`config.mk`:
```
export PLATFORM = sky130hd
export DESIGN_NAME = fetch_stage
export DESIGN_NICKNAME = d
export VERILOG_FILES = /design/src/rtl/fetch_stage.sv
export SDC_FILE = /design/constraint.sdc
export NUM_CORES = 1
export LEC_CHECK = 0
export ABC_AREA = 1
export BUFFER_PORTS_ARGS = -buffer_cell sky130_fd_sc_hd__buf_2
export CELL_PAD_IN_SITES_DETAIL_PLACEMENT = 1
export CELL_PAD_IN_SITES_GLOBAL_PLACEMENT = 2
export CORE_MARGIN = 5
export CORE_UTILIZATION = 28
export CTS_BUF_LIST = sky130_fd_sc_hd__clkbuf_16
export DETAILED_ROUTE_END_ITERATION = 7
export PLACE_DENSITY_LB_ADDON = 0.1
export SYNTH_ARGS = -nofsm -noshare
export SYNTH_HDL_FRONTEND = slang
export SYNTH_SLANG_ARGS = --single-unit
export TNS_END_PERCENT = 30
```
`constraint.sdc`:
```
create_clock -name clk -period 4.7 [get_ports clk]
set_input_delay 0.94 -clock clk [delete_from_list [all_inputs] [get_ports clk]]
set_output_delay 0.94 -clock clk [all_outputs]
set_load 0.01 [all_outputs]
```
`src/rtl/fetch_stage.sv`:
```
// ---------------------------------------------------------------------------
// fetch_stage
//
// Instruction-fetch stage. Generates program-counter addresses, requests
// instruction words from instruction memory and holds each fetched word for
// the downstream enable-gated instruction register (ins -> d,
// ins_valid -> enable). Later stages can steer the PC through the redirect
// port for branches and jumps.
//
// Handshakes:
//   Memory side:  mem_req is a request/valid that stays asserted, with a
//                 stable mem_addr, until an edge samples mem_ready=1. On that
//                 edge mem_rdata is captured. mem_ready is ignored while
//                 mem_req=0.
//   Downstream:   ins_valid is the valid and ins_accept is the ready. A word
//                 transfers on an edge where both are 1. ins, pc_out and
//                 ins_valid are held stable until that edge. ins_accept is
//                 ignored while ins_valid=0.
//   Redirect:     overrides both handshakes on the edge where it is sampled.
//
// Ports:
//   clk          clock, rising-edge active
//   rst          asynchronous, active-high reset
//   mem_req      fetch request to instruction memory
//   mem_addr     fetch address (the current pc)
//   mem_ready    memory has mem_rdata valid for the current request
//   mem_rdata    instruction word from memory
//   ins          held instruction for downstream
//   pc_out       address of ins
//   pc_plus4     pc_out + 4 (modulo 2^WIDTH)
//   ins_valid    ins/pc_out hold a valid fetched instruction
//   ins_accept   downstream consumes ins this cycle
//   redirect     load redirect_pc and discard any held instruction
//   redirect_pc  redirect target (low two bits are forced to zero)
//   dbg_state    current FSM state (0 = FETCH, 1 = HOLD), for observation
// ---------------------------------------------------------------------------
module fetch_stage #(
    parameter int               WIDTH    = 32,
    parameter logic [WIDTH-1:0] RESET_PC = 32'h0000_0080
) (
    input  logic             clk,
    input  logic             rst,
    output logic             mem_req,
    output logic [WIDTH-1:0] mem_addr,
    input  logic             mem_ready,
    input  logic [31:0]      mem_rdata,
    output logic [31:0]      ins,
    output logic [WIDTH-1:0] pc_out,
    output logic [WIDTH-1:0] pc_plus4,
    output logic             ins_valid,
    input  logic             ins_accept,
    input  logic             redirect,
    input  logic [WIDTH-1:0] redirect_pc,
    output logic [0:0]       dbg_state
);

    localparam logic [0:0] FETCH = 1'b0;
    localparam logic [0:0] HOLD  = 1'b1;

    // The reset PC is word-aligned by construction; the mask keeps pc[1:0]
    // zero even if an unaligned value is supplied.
    localparam logic [WIDTH-1:0] RESET_PC_ALIGNED = {RESET_PC[WIDTH-1:2], 2'b00};
    localparam logic [WIDTH-1:0] FOUR             = WIDTH'(4);

    logic [0:0]       state;
    logic [WIDTH-1:0] pc;

    always_ff @(posedge clk or posedge rst) begin
        if (rst) begin
            state  <= FETCH;
            pc     <= RESET_PC_ALIGNED;
            ins    <= 32'h0;
            pc_out <= RESET_PC_ALIGNED;
        end else if (redirect) begin
            // Redirect wins over a same-edge capture or accept; ins/pc_out
            // keep their old contents, only the valid flag is dropped.
            state <= FETCH;
            pc    <= {redirect_pc[WIDTH-1:2], 2'b00};
        end else begin
            case (state)
                FETCH: begin
                    if (mem_ready) begin
                        ins    <= mem_rdata;
                        pc_out <= pc;
                        pc     <= pc + FOUR;
                        state  <= HOLD;
                    end
                end
                HOLD: begin
                    if (ins_accept) begin
                        state <= FETCH;
                    end
                end
                default: state <= FETCH;
            endcase
        end
    end

    // A valid instruction is held exactly while the FSM sits in HOLD, so the
    // valid flag is decoded from state rather than stored separately.
    assign ins_valid = (state == HOLD);
    assign mem_req   = (state == FETCH);
    assign mem_addr  = pc;
    assign pc_plus4  = pc_out + FOUR;
    assign dbg_state = state;

endmodule

```
==> results of run 1 <==
sequential cells by signal (all words and copies together) (netlist names):
signal and cells:
pc_out 30, mem_addr 30, ins 32, dbg_state 1
through the flow:
step | setup slack, ps | instances | hold slack, ps | area [µm²] | power (mW)
after floorplan | 1340 | 796 | 515 | 5510 | 1.55
after global placement | 2010 | 1226 | 459 | 6650 | 1.93
after detailed placement | 1990 | 1226 | 460 | 6650 | 1.94
after CTS | 1660 | 1242 | 482 | 6950 | 2.70
after global routing | 1570 | 1242 | 500 | 6950 | 2.84
final | 1690 | 1242 | 478 | 6950 | 2.64
cell type report:
cell class                 instances  area [µm²]  share of cell area [%]
clock buffer                       9         225                    3.24
clock inverter                     7        67.6                   0.973
multi-input combinational        609        2760                    39.7
sequential                        93        2330                    33.5
timing repair buffer             197        1000                    14.4
tap                              265         332                    4.77
inverter                          62         235                    3.39
power by group through the flow:
stage | registers, mW | logic [mW] | clock network, mW
floorplan | 1.16 | 0.389 | 0
global placement | 1.14 | 0.788 | 0
detailed placement | 1.15 | 0.799 | 0
CTS | 1.13 | 0.803 | 0.765
global route | 1.16 | 0.885 | 0.794
finish | 1.13 | 0.782 | 0.733
logic make-up (layout without fill, tap and decap cells):
family / after synthesis / after routing
AO/OA/AOI/OAI: 67 / 67
XOR/XNOR: 26 / 26
adder cells (fa/ha/maj): 2 / 2
buffers and inverters: 94 / 275
flip-flops: 93 / 93
other: 1 / 6
AND/OR/NAND/NOR: 508 / 508
cell usage in the layout, fill, tap and decap left out, drive strengths merged:
| master | Yosys | layout |
|---|---|---|
| a21oi | 11 | 11 |
| inv | 62 | 65 |
| conb | 1 | 6 |
| o21ai | 45 | 45 |
| nand4 | 6 | 6 |
| dfstp | 2 | 2 |
| xnor2 | 11 | 11 |
| nand2 | 321 | 321 |
| clkbuf | 8 | 9 |
| buf | 24 | 197 |
| o22ai | 2 | 2 |
| xor2 | 15 | 15 |
| o31ai | 2 | 2 |
| clkinvlp | 0 | 1 |
| dfrtp | 91 | 91 |
| nand3 | 47 | 47 |
| clkinv | 0 | 3 |
| nor3 | 11 | 11 |
| a31oi | 1 | 1 |
| ha | 2 | 2 |
| nor3b | 2 | 2 |
| a211oi | 2 | 2 |
| nor2 | 118 | 118 |
| nand3b | 3 | 3 |
| o211ai | 4 | 4 |
worst max-delay path, stage by stage (launching register included):
cell,delay (ps)
sky130_fd_sc_hd__dfrtp_1,410
sky130_fd_sc_hd__ha_1,190
sky130_fd_sc_hd__nand2_1,50
sky130_fd_sc_hd__inv_1,120
sky130_fd_sc_hd__nand4_4,160
sky130_fd_sc_hd__nor2_1,320
sky130_fd_sc_hd__nand2_1,110
sky130_fd_sc_hd__xnor2_1,180
sky130_fd_sc_hd__buf_2,160
worst max-delay path by stage:
stage / cells after the start / to
2_1_floorplan: 1 / dbg_state
5_1_grt: 9 / pc_plus4[18]
3_5_place_dp: 7 / mem_addr[4]
6_report: 8 / pc_plus4[26]
3_3_place_gp: 7 / mem_addr[4]
4_1_cts: 8 / pc_plus4[26]
layer usage:
metal	global-route usage, %	vias to the layer above	routed length (µm)
li1	-	2815	-
met1	25.6	2609	9480
met2	29.4	122	9410
met3	2.54	18	1000
met4	5.81	0	330
met5	0	-	0
==> results.md, run 1 <==
- In the post-synthesis netlist, the biggest area contributors are sky130_fd_sc_hd__dfrtp_1 (41%), sky130_fd_sc_hd__nand2_1 (21%), sky130_fd_sc_hd__nor2_1 (7.3%).
- Across the run, the number of max-cap violations was 0.
- The fraction of the yosys area taken by sequential cells is 42.4%.
- The top fanout value on the critical path is 4.
- The commonest cells after synthesis are sky130_fd_sc_hd__nand2_1 (313), sky130_fd_sc_hd__nor2_1 (107), sky130_fd_sc_hd__dfrtp_1 (91), sky130_fd_sc_hd__inv_1 (59), sky130_fd_sc_hd__nand3_1 (47).
- The top-level I/O count is 200.
- In this run, flip-flops and latches consume 42.7% of the power.
- In this run the most critical hold path is launched from ins[31].
- The count of unique library cells instantiated by Yosys is 35.
- Setup violations remaining at the end of the flow were counted as 0.
- Along the worst hold path, the cell count comes to 2.
- The relative slew slack is 37.4%.
- The critical path in this run is classified as reg2out.
- The share of synthesized registers carrying an async set or reset is 100%.
- The ratio of total power to cell area is 381 nW/µm².
- The final-report hold violation count was 0.
- The measured slew at the worst slew-check pin is 939 ps.
- The area share of xor/xnor cells in the synthesized design is 4.15%.
- The number of nets in the layout is 1043.
- The total internal power is 1.61 mW.
- STA puts the critical path data required time at 3760 ps.
- In the synthesized netlist, the number of instances is 791.
- The count of input and output buffers is 191.
- For the final routed database, the setup TNS stands at 0 ps.
- In the final routed layout, each cell accounts on average for 16.3 µm.
- The largest buffer count on any clock path is 2.
- In this run the critical register-to-register path is captured at mem_addr[4].
- In this run the remaining antenna-violating nets after routing total 0.
- The later pin in the worst-skew pair is clocked with a latency of 360 ps.
- The number of setup buffers added after CTS is 0.
- The floorplan has 51 rows.
- The switching power summed over all nets is 1.03 mW.
- The largest total area in the synthesized netlist belongs to sky130_fd_sc_hd__dfrtp_1.
- The synthesized design contains 0 enable-type register cells.
- Summing the areas of all compound-gate instances in the mapped netlist gives 6.54% of the synthesized area.
- The die covers 22500 µm².
- The post-layout utilization of the core is 35.8%.
- The sort of element at the start of the critical path is a flop.
- After clock tree synthesis, the flow added hold-fix buffers numbering 0.
- By instance count, the leading cell after synthesis is sky130_fd_sc_hd__nand2_1.
- The run finished with clean final reports.
- The post-layout minimum cycle time is 3010 ps.
- The average vias per placed instance is 4.48.
- For hold timing, the worst endpoint is ins[31].
- The area inside the core boundary is 19400 µm².
- The proportion of power drawn by combinational gates is 29.6%.
- Routability-driven placement finished with a final weighted congestion of 0.846.
- TritonCTS built the clock tree.
- The via count of the first global-routing pass is 5716.
- The origin of the worst setup path is pc_out[2].
- By area, the combinational part of the netlist is dominated by simple AND/OR/NAND/NOR gates.
- The share of total power in the clock network is 27.8%.
- The number of levels the H-tree was split into is 3.
- The initial utilization of the core area, before any placement, comes to 28.3%.
- The number of CTS-inserted buffers is 9.
- The worst path uses 64.0% of the clock period.
- Net switching is 39.0% of the power.
- The number of flip-flops and latches in the synthesized netlist is 93.
- Summing the areas of all and, or, nand and nor instances in the mapped netlist gives 38.7% of the synthesized area.
- The final count of pins violating max slew came to 0.
- After clock tree synthesis, the repair step resized 0 gates.
- The number of fill cells is 2541.
- Across every metal layer, demand over resource in global routing totals 18.3%.
- Summed over all cells, the static leakage comes to 3.61 nW.
- In this run the worst hold path is classified as reg2reg.
- The area growth from synthesis to layout is 26.6%.
- The starting DRC count in detailed routing is 328.
- The combined area of all synthesized cells is 5490 µm².
- In this run the horizontal extent of the chip is 150 µm.
- The routed design has 20200 µm of wire.
- Setup repair after global routing left no endpoint under its margin.
- The global-route wire length before repair is 32000 µm.
- The clock-pin slew on the worst setup and hold paths is 80 ps.
- The proportion of netlist area held by the largest area contributor is 41.5%.
- The number of antenna violations at the first check in global routing is 0.
- The type of element capturing the critical path is an output port.
- At the worst endpoint, the arrival time is 2070 ps.
- The reg2reg setup slack is 2690 ps.
- After synthesis, the share of cell area in mux cells is 0%.
- The startpoint of the lowest-slack register-to-register path is dbg_state.
- The tree is rooted in a sky130_fd_sc_hd__clkbuf_16.
- The maximum vdd ir drop is 0.176 mV.
- The fraction of final layout cells with drive strength greater than 1 is 24.7%.
- Counting cells, the worst reg-to-reg path comes to 8.
- The setup skew after layout is 14.1 ps.
- After synthesis, the mean cell area works out to 6.94 µm².
- The largest net degree at the start of global routing is 72.
- The repair_antennas step left the layout with diodes totalling 0.
- Derived from the worst setup path, the maximum achievable clock frequency is 332 MHz.
- The adder and majority cell fraction of the synthesized area is 0.456%.
- Yosys printed 0 warnings.
- The height of the die is 150 µm.
- Detailed placement finished with a half-perimeter wire length of 16000 µm.
- The number of iterations in the first detailed-routing pass is 5.
- The total via count after detailed routing is 5564.
- The most used flip-flop cell after synthesis is sky130_fd_sc_hd__dfrtp_1.
- The total grt overflow is 0.
- In the routed design, unresolved DRC markers number 0.
- The number of sinks on the clock net is 93.
No activity file was read; power rests on OpenSTA's default activity.
==> run 2: changes to the inputs <==
ABC_AREA = 0   (was 1)
CORE_UTILIZATION = 29   (was 28)
clock period = 2.85 ns   (was 4.7 ns; I/O delays follow)
==> run 2 against run 1 <==
- register-to-register slack lost 1900 ps
- largest cell class is now registers
- global-route usage shrank 1.6 points
- critical path type unchanged
- critical path depth shrank 1
- sequential power grew 63%
==> results.md, run 2 <==
- The run finished with clean final reports.
- In this run, CTS created clock tree buffers numbering 9.
- The TritonCTS clock tree is done.
- The final count of pins violating max slew is 0.
- Each instance of the synthesized netlist takes up on average 11.0 µm².
- The critical path in this run is classified as reg2out.
- The register with the most flip-flops in the layout has 32 of them.
- Among all cell types in the netlist, the one instantiated most often is sky130_fd_sc_hd__dfrtp_1.
- Buffers inserted to repair hold after CTS numbered 0.
- The min-delay analysis places its worst path in the category in2async.
- Detailed placement finished with a half-perimeter wire length of 12200 µm.
- Along the worst path, the maximum fanout reaches 5.
- The share of total power consumed by net switching is 33.4%.
- Synthesis instantiated 43 different standard cells from the library.
- The count of input and output buffers is 191.
- Measured against its own limit, the worst slew margin works out to 56.1%.
- The measured slew at the worst slew-check pin is 657 ps.
- The number of sinks on the clock net is 93.
- Dividing the final minimum period by the clock period gives 97.0%.
- Setup slack closes at 85.5 ps.
- The global-route wire length before repair is 24600 µm.
- Based on the critical path, the design can be clocked at up to 362 MHz.
- The share of synthesized registers carrying an async set or reset is 100%.
- The starting utilization of the core area is 29.6%.
- The synthesized netlist cell count is 431.
- The number of setup buffers added after CTS is 0.
- The height of the die is 138 µm.
- The top cell type by area accounts for 48.2% of the synthesized area.
- The sequential fraction of design power is 44.3%.
- Dividing total power by cell area gives a power density of 665 nW/µm².
- The dominant cell type by count on the critical path is sky130_fd_sc_hd__nand3_1.
- The slowest cell on the critical path is sky130_fd_sc_hd__dfrtp_1.
- The final wirelength is 15900 µm.
- The first detailed-routing pass took 4 iterations.
- Setup violations remaining at the end of the flow were counted as 0.
- The average wire per cell in the routed design is 18.9 µm.
- The site row count is 46.
- Of the synthesized area, sequential elements account for 49.3%.
- The post-route DRC violation count is 0.
- The die covers 18900 µm².
- Between clock sinks in the finished design, the worst skew comes to 7.23 ps.
- The post-layout minimum cycle time is 2760 ps.
- The total area inside the core boundary comes to 15900 µm².
- The register name with the most flops is ins.
- The switching power summed over all nets is 1.38 mW.
- The final instance area is 6240 µm².
- Clock latency on the worst-skew pair, taken at its later pin, is 340 ps.
- Detailed routing inserted a total of 4157 vias.
- The pre-CTS worst setup slack is 490 ps.
- The growth of design area from synthesis to finish is 32.1%.
- The worst setup path is launched from a flop.
- The number of flops mapped to enable cells by yosys is 0.
- Cell internal power was estimated by the tool at 2.76 mW.
- By area the synthesized netlist is led by sky130_fd_sc_hd__dfrtp_1 (48%), sky130_fd_sc_hd__mux2_2 (14%), sky130_fd_sc_hd__xnor2_1 (4.8%).
- The CTS root buffer is sky130_fd_sc_hd__clkbuf_16.
- Counting the fill cells in the layout gives 1852.
- For this run, the slowest stage of the critical path takes 430 ps.
- The proportion of power drawn by combinational gates is 26.0%.
- The number of levels the H-tree was split into is 3.
- The endpoint arrival time on the critical path is 2190 ps.
- The starting DRC count in detailed routing is 205.
- Global routing finished with a remaining overflow of 0.
- The congestion estimate from routability-driven global placement came to 0.745.
- The final-report hold violation count is 0.
- The maximum vdd ir drop is 0.276 mV.
- In this run the cell area of the synthesized design comes to 4720 µm².
- The clock passes through at most 2 buffers.
- The number of flip-flops and latches in the synthesized netlist is 93.
- The leakage power figure is 2.79 nW.
- The most common cell after layout, fill and taps aside is sky130_fd_sc_hd__buf_2.
- At the worst endpoint, the required time is 2280 ps.
- The antenna diode count is 0.
- In the final layout, flip-flops and latches occupy 2330 µm².
- The library cell with the largest summed area after synthesis is sky130_fd_sc_hd__dfrtp_1.
- Setup repair after global routing could not meet its margin everywhere.
- In the final layout, the share of cells above drive strength 1 is 45.1%.
- The die span in x is 138 µm.
- Leaving out fill and tap cells, the most frequent cells in the layout are sky130_fd_sc_hd__buf_2 (191), sky130_fd_sc_hd__dfrtp_1 (91), sky130_fd_sc_hd__mux2_2 (59), sky130_fd_sc_hd__nand2_1 (40), sky130_fd_sc_hd__xnor2_1 (26).
- The type of element capturing the critical path is an output port.
- The instance area after placement is 5940 µm².
- Post-CTS repair changed the size of 0 cells.
- The count of warnings emitted by yosys is 0.
- The number of antenna violations at the first check in global routing is 1.
- The share of total power in the clock network is 29.6%.
- The global routing usage summed across all routing layers is 16.7%.
- Entering global routing, the biggest net connects 44 pins.
- In the final design database the tool counted 693 nets.
- The via count of the first global-routing pass is 4443.
- The top-level I/O count is 200.
- Using the TritonRoute via totals, the vias-per-cell ratio works out to 4.93.
- Walking the worst path, the cells encountered are ha_1 -> nand3_1 -> nor4_1 -> buf_4 -> nand3_1 -> xnor2_1 -> buf_2.
- The tool flagged a number of max-cap violations equal to 0.
- The remaining antenna violation count is 0.
- The combined area of the multi-input logic cells is 2240 µm².
- The clock-pin slew on the worst setup and hold paths is 70 ps.
- Counting instances in the post-synthesis netlist gives the leading cell types as sky130_fd_sc_hd__dfrtp_1 (91), sky130_fd_sc_hd__mux2_2 (59), sky130_fd_sc_hd__nand2_1 (40), sky130_fd_sc_hd__xnor2_1 (26), sky130_fd_sc_hd__nand3_1 (24).
- The most used flip-flop cell after synthesis is sky130_fd_sc_hd__dfrtp_1.
==> run 2: cell types whose count changed after synthesis, sizes merged, moves of 8 or more <==
cell   previous run  this run
o21ai            45        18
nand4             6        21
nand2           321        40
inv              62         7
nor3             11         1
or4               0        13
nor2            118        18
a21oi            11         0
a31oi             1        12
o31ai             2        10
nand3            47        24
and3              0         8
xnor2            11        26
mux2              0        59
==> run 2: cell families (layout without fill, tap and decap cells) <==
logic type,count (synthesis),count (layout),synth area share [%]
buffers and inverters,34,225,3.71
other,1,6,0.0794
XOR/XNOR,41,41,7.60
AND/OR/NAND/NOR,153,153,18.2
AO/OA/AOI/OAI,47,47,6.25
adder cells (fa/ha/maj),2,2,0.530
flip-flops,93,93,49.3
multiplexers,60,60,14.3
==> run 2: routing by layer <==
layer / track usage, % / vias up / share of wire (%)
li1: - / 1948 / -
met1: 21.9 / 2062 / 44
met2: 27.0 / 127 / 48
met3: 4.49 / 18 / 6.6
met4: 5.10 / 2 / 1.4
met5: 0 / - / 0.088
==> run 2: critical path: cells and delay by family, from the launching register on <==
family / cells / cell delay, ps
and+or+nand+nor: 3 / 680
adders and majority gates: 1 / 230
DFF: 1 / 430
buffers and inverters: 2 / 380
xor gates and xnor gates: 1 / 140
==> run 2: layout make-up <==
| cell class | count | share of cell area (%) |
|---|---|---|
| clock buffers | 9 | 3.61 |
| clock inverters | 7 | 1.20 |
| inverters | 8 | 0.541 |
| multi-input cells | 309 | 35.9 |
| flip-flops and latches | 93 | 37.3 |
| well taps | 216 | 4.33 |
| repair buffers | 201 | 17.1 |
==> run 2: path summary, 6_finish.rpt <==
check                       startpoint      endpoint  slack [ps]  depth (start not counted)
setup reg to reg           mem_addr[2]  mem_addr[24]         770                          5
min in group clk            ins_accept     dbg_state         390                          2
setup / recovery             pc_out[2]  pc_plus4[22]          90                          7
hold / removal                     rst       ins[10]         310                          2
max in group asynchronous          rst  mem_addr[16]        1770                          3
hold reg to reg                ins[16]       ins[16]         500                          1
==> run 2: power by group through the flow <==
stage | clock network, mW | logic (mW) | registers [mW]
after global placement | 0 | 1.09 | 1.85
final | 1.23 | 1.08 | 1.84
after CTS | 1.28 | 1.11 | 1.84
after floorplan | 0 | 0.493 | 1.90
after detailed placement | 0 | 1.11 | 1.87
after global routing | 1.34 | 1.19 | 1.88
==> run 2: metrics by stage <==
| stage | util [%] | setup TNS, ps | instances | total power, mW | hold WS (ps) |
|---|---|---|---|---|---|
| floorplan | - | 0 | 436 | 2.39 | 551 |
| global placement | 37.3 | 0 | 827 | 2.94 | 485 |
| detailed placement | 37.3 | 0 | 827 | 2.97 | 491 |
| CTS | 39.2 | 0 | 843 | 4.23 | 322 |
| global route | 39.2 | -463 | 843 | 4.41 | 354 |
| finish | 39.2 | 0 | 843 | 4.15 | 311 |
==> run 3: changes to the inputs <==
BUFFER_PORTS_ARGS = default   (was -buffer_cell sky130_fd_sc_hd__buf_2)
CAP_MARGIN = 15   (was default)
CORE_UTILIZATION = 38   (was 29)
DONT_BUFFER_PORTS = 1   (was default)
==> run 3 against run 2 <==
- sequential share of layout area rose by 7.5 points
- fmax increased by 4.2%
- via count decreased by 16%
- critical path depth fell by 1
- largest power group unchanged
==> results.md, run 3 (synthesis results as in run 2) <==
- The run finished with clean final reports.
- The number of cells on the worst reg-to-reg path is 4.
- Summed over all cells, the static leakage comes to 2.03 nW.
- The total grt overflow is 0.
- The first detailed-routing pass ran for 4 iterations.
- For the final routed database, the setup TNS stands at 0 ps.
- The clock network latency to the later pin of the worst-skew pair is 350 ps.
- Pin placement for this block handled 200 I/O pins.
- The growth of design area from synthesis to finish is 10.2%.
- TritonCTS built the clock tree.
- The final count of pins violating max slew is 0.
- The maximum vdd ir drop is 0.347 mV.
- The kind of cell adding the most delay to the critical path is flip-flops.
- The final-report hold violation count is 0.
- The clock net in this run drives a total of 93 sinks.
- The number of nets in the layout is 505.
- The most numerous cell type found on the critical path is sky130_fd_sc_hd__buf_4.
- In this run, the number of DRC markers left after iteration 0 of detailed routing was 164.
- The via count of the first global-routing pass is 3735.
- Across all layers, the routed design uses 3491 vias.
- In the final layout, the share of cells above drive strength 1 is 21.9%.
- The data required time at the worst endpoint is 2280 ps.
- For this configuration, the core starts out at a cell density of 39.0%.
- At the worst endpoint, the arrival time is 2080 ps.
- The clock-pin slew on the worst setup and hold paths is 70 ps.
- The register with the most flip-flops in the layout has 32 of them.
- The number of endpoints failing setup at the final stage is 0.
- The top fanout value on the critical path is 5.
- For this design, the slowest cell found on the critical path is sky130_fd_sc_hd__dfstp_2.
- STA classifies the critical path startpoint as a flop.
- The site row count is 40.
- On the final layout, the worst clock skew is 8.59 ps.
- The first global-routing pass estimated 21000 µm of wire.
- After layout, the worst path uses 93.1% of the clock period.
- The clock passes through at most 2 buffers.
- The placed wire-length estimate after detailed placement is 10100 µm.
- In this run the horizontal extent of the chip is 122 µm.
- Routability-driven placement finished with a final weighted congestion of 0.724.
- The area inside the core boundary is 12100 µm².
- The top cell types in the final layout, fill and taps aside, are sky130_fd_sc_hd__dfrtp_1 (89), sky130_fd_sc_hd__mux2_2 (59), sky130_fd_sc_hd__nand2_1 (40), sky130_fd_sc_hd__xnor2_1 (26), sky130_fd_sc_hd__nand3_1 (24).
- The H-tree was split into 3 levels.
- Headroom to the max-slew limit came out at 60.4%.
- The routed design has 13500 µm of wire.
- The multi-input combinational cells in the finished layout cover a total of 2240 µm².
- On the worst path, the slowest cell contributes a delay of 630 ps.
- The count of input and output buffers is 0.
- The tightest min-delay check is of the in2async type.
- At the pin with the least slew margin, the transition time is 588 ps.
- The root buffer cell chosen for the clock tree is sky130_fd_sc_hd__clkbuf_16.
- Entering global routing, the biggest net connects 66 pins.
- The tool flagged a number of max-cap violations equal to 0.
- For this run, design rule violations remaining after detail routing come to 0.
- Counting the fill cells in the layout gives 1350.
- Traced cell by cell, the critical path runs through nand3_1 -> nor4_1 -> buf_4 -> nand2_1 -> xnor2_1 -> buf_4.
- The final instance area is 5210 µm².
- The number of antenna violations at the first check in global routing is 0.
- Registers take 2330 µm².
- The ratio of total power to cell area is 708 nW/µm².
- The worst setup path is of the reg2out kind.
- The highest attainable clock frequency is 377 MHz.
- The height of the die is 122 µm.
- The remaining antenna violation count is 0.
- Together, buffers and inverters on the worst path number 2.
- The register name with the most flops is ins.
- In the global route stage, overall resource usage came out at 18.4%.
- Setup repair after global routing left no endpoint under its margin.
- The die area is 14800 µm².
- Counting the buffers created by CTS gives 9.
- The average vias per placed instance is 5.75.
- The most common cell after layout, fill and taps aside is sky130_fd_sc_hd__dfrtp_1.
- The average wire per cell in the routed design is 22.2 µm.
- The worst setup path is captured at an output port.
- The clock period could shrink to 2650 ps.
- The repair_antennas step left the layout with diodes totalling 0.
- The number of stages on the worst setup path is 6.
- The instance area after placement is 4940 µm².
## run 3: layout make-up
cell class                      count  area share, %
Inverter                            8          0.649
Tap cell                          168           4.04
Clock buffer                        9           4.32
Sequential cell                    93           44.8
Clock inverter                      7          0.865
Multi-Input combinational cell    309           43.0
Timing Repair Buffer               13           2.35
## run 3: path summary, 6_finish.rpt
check | from | to | slack [ps]
setup / recovery | pc_out[7] | pc_plus4[24] | 200
hold / removal | rst | ins[14] | 140
setup reg to reg | mem_addr[7] | mem_addr[23] | 750
hold reg to reg | ins[30] | ins[30] | 580
max in group asynchronous | rst | mem_addr[7] | 1960
min in group clk | redirect | dbg_state | 290
## run 3: report_power, final
part / leakage, nW / internal (mW) / switching [mW]
registers: 1.09 / 1.55 / 0.447
logic: 0.806 / 0.289 / 0.286
clock network: 0.134 / 0.588 / 0.525
## run 3: what timing repair did
item | in CTS | in global routing
setup endpoints to repair | 0 | 1
buffers inserted | 0 | 0
hold buffers | 0 | 0
resized for setup | 0 | 2
## run 3: through the flow
step	setup slack (ps)	hold slack (ps)	std cells	total power, mW	utilization (%)
6_report	198	141	607	3.69	43.0
5_1_grt	13.2	183	607	3.90	43.0
4_1_cts	136	154	607	3.75	43.0
3_5_place_dp	527	529	591	2.62	40.8
3_3_place_gp	583	526	591	2.60	40.8
2_1_floorplan	546	551	436	2.39	-
## run 3: routing by layer
layer | vias up | track usage, % | share of wire [%]
met5 | - | 0 | 0
li1 | 1579 | - | -
met1 | 1777 | 22.1 | 40
met2 | 117 | 30.4 | 50
met3 | 18 | 7.04 | 8.6
met4 | 0 | 6.16 | 1.6
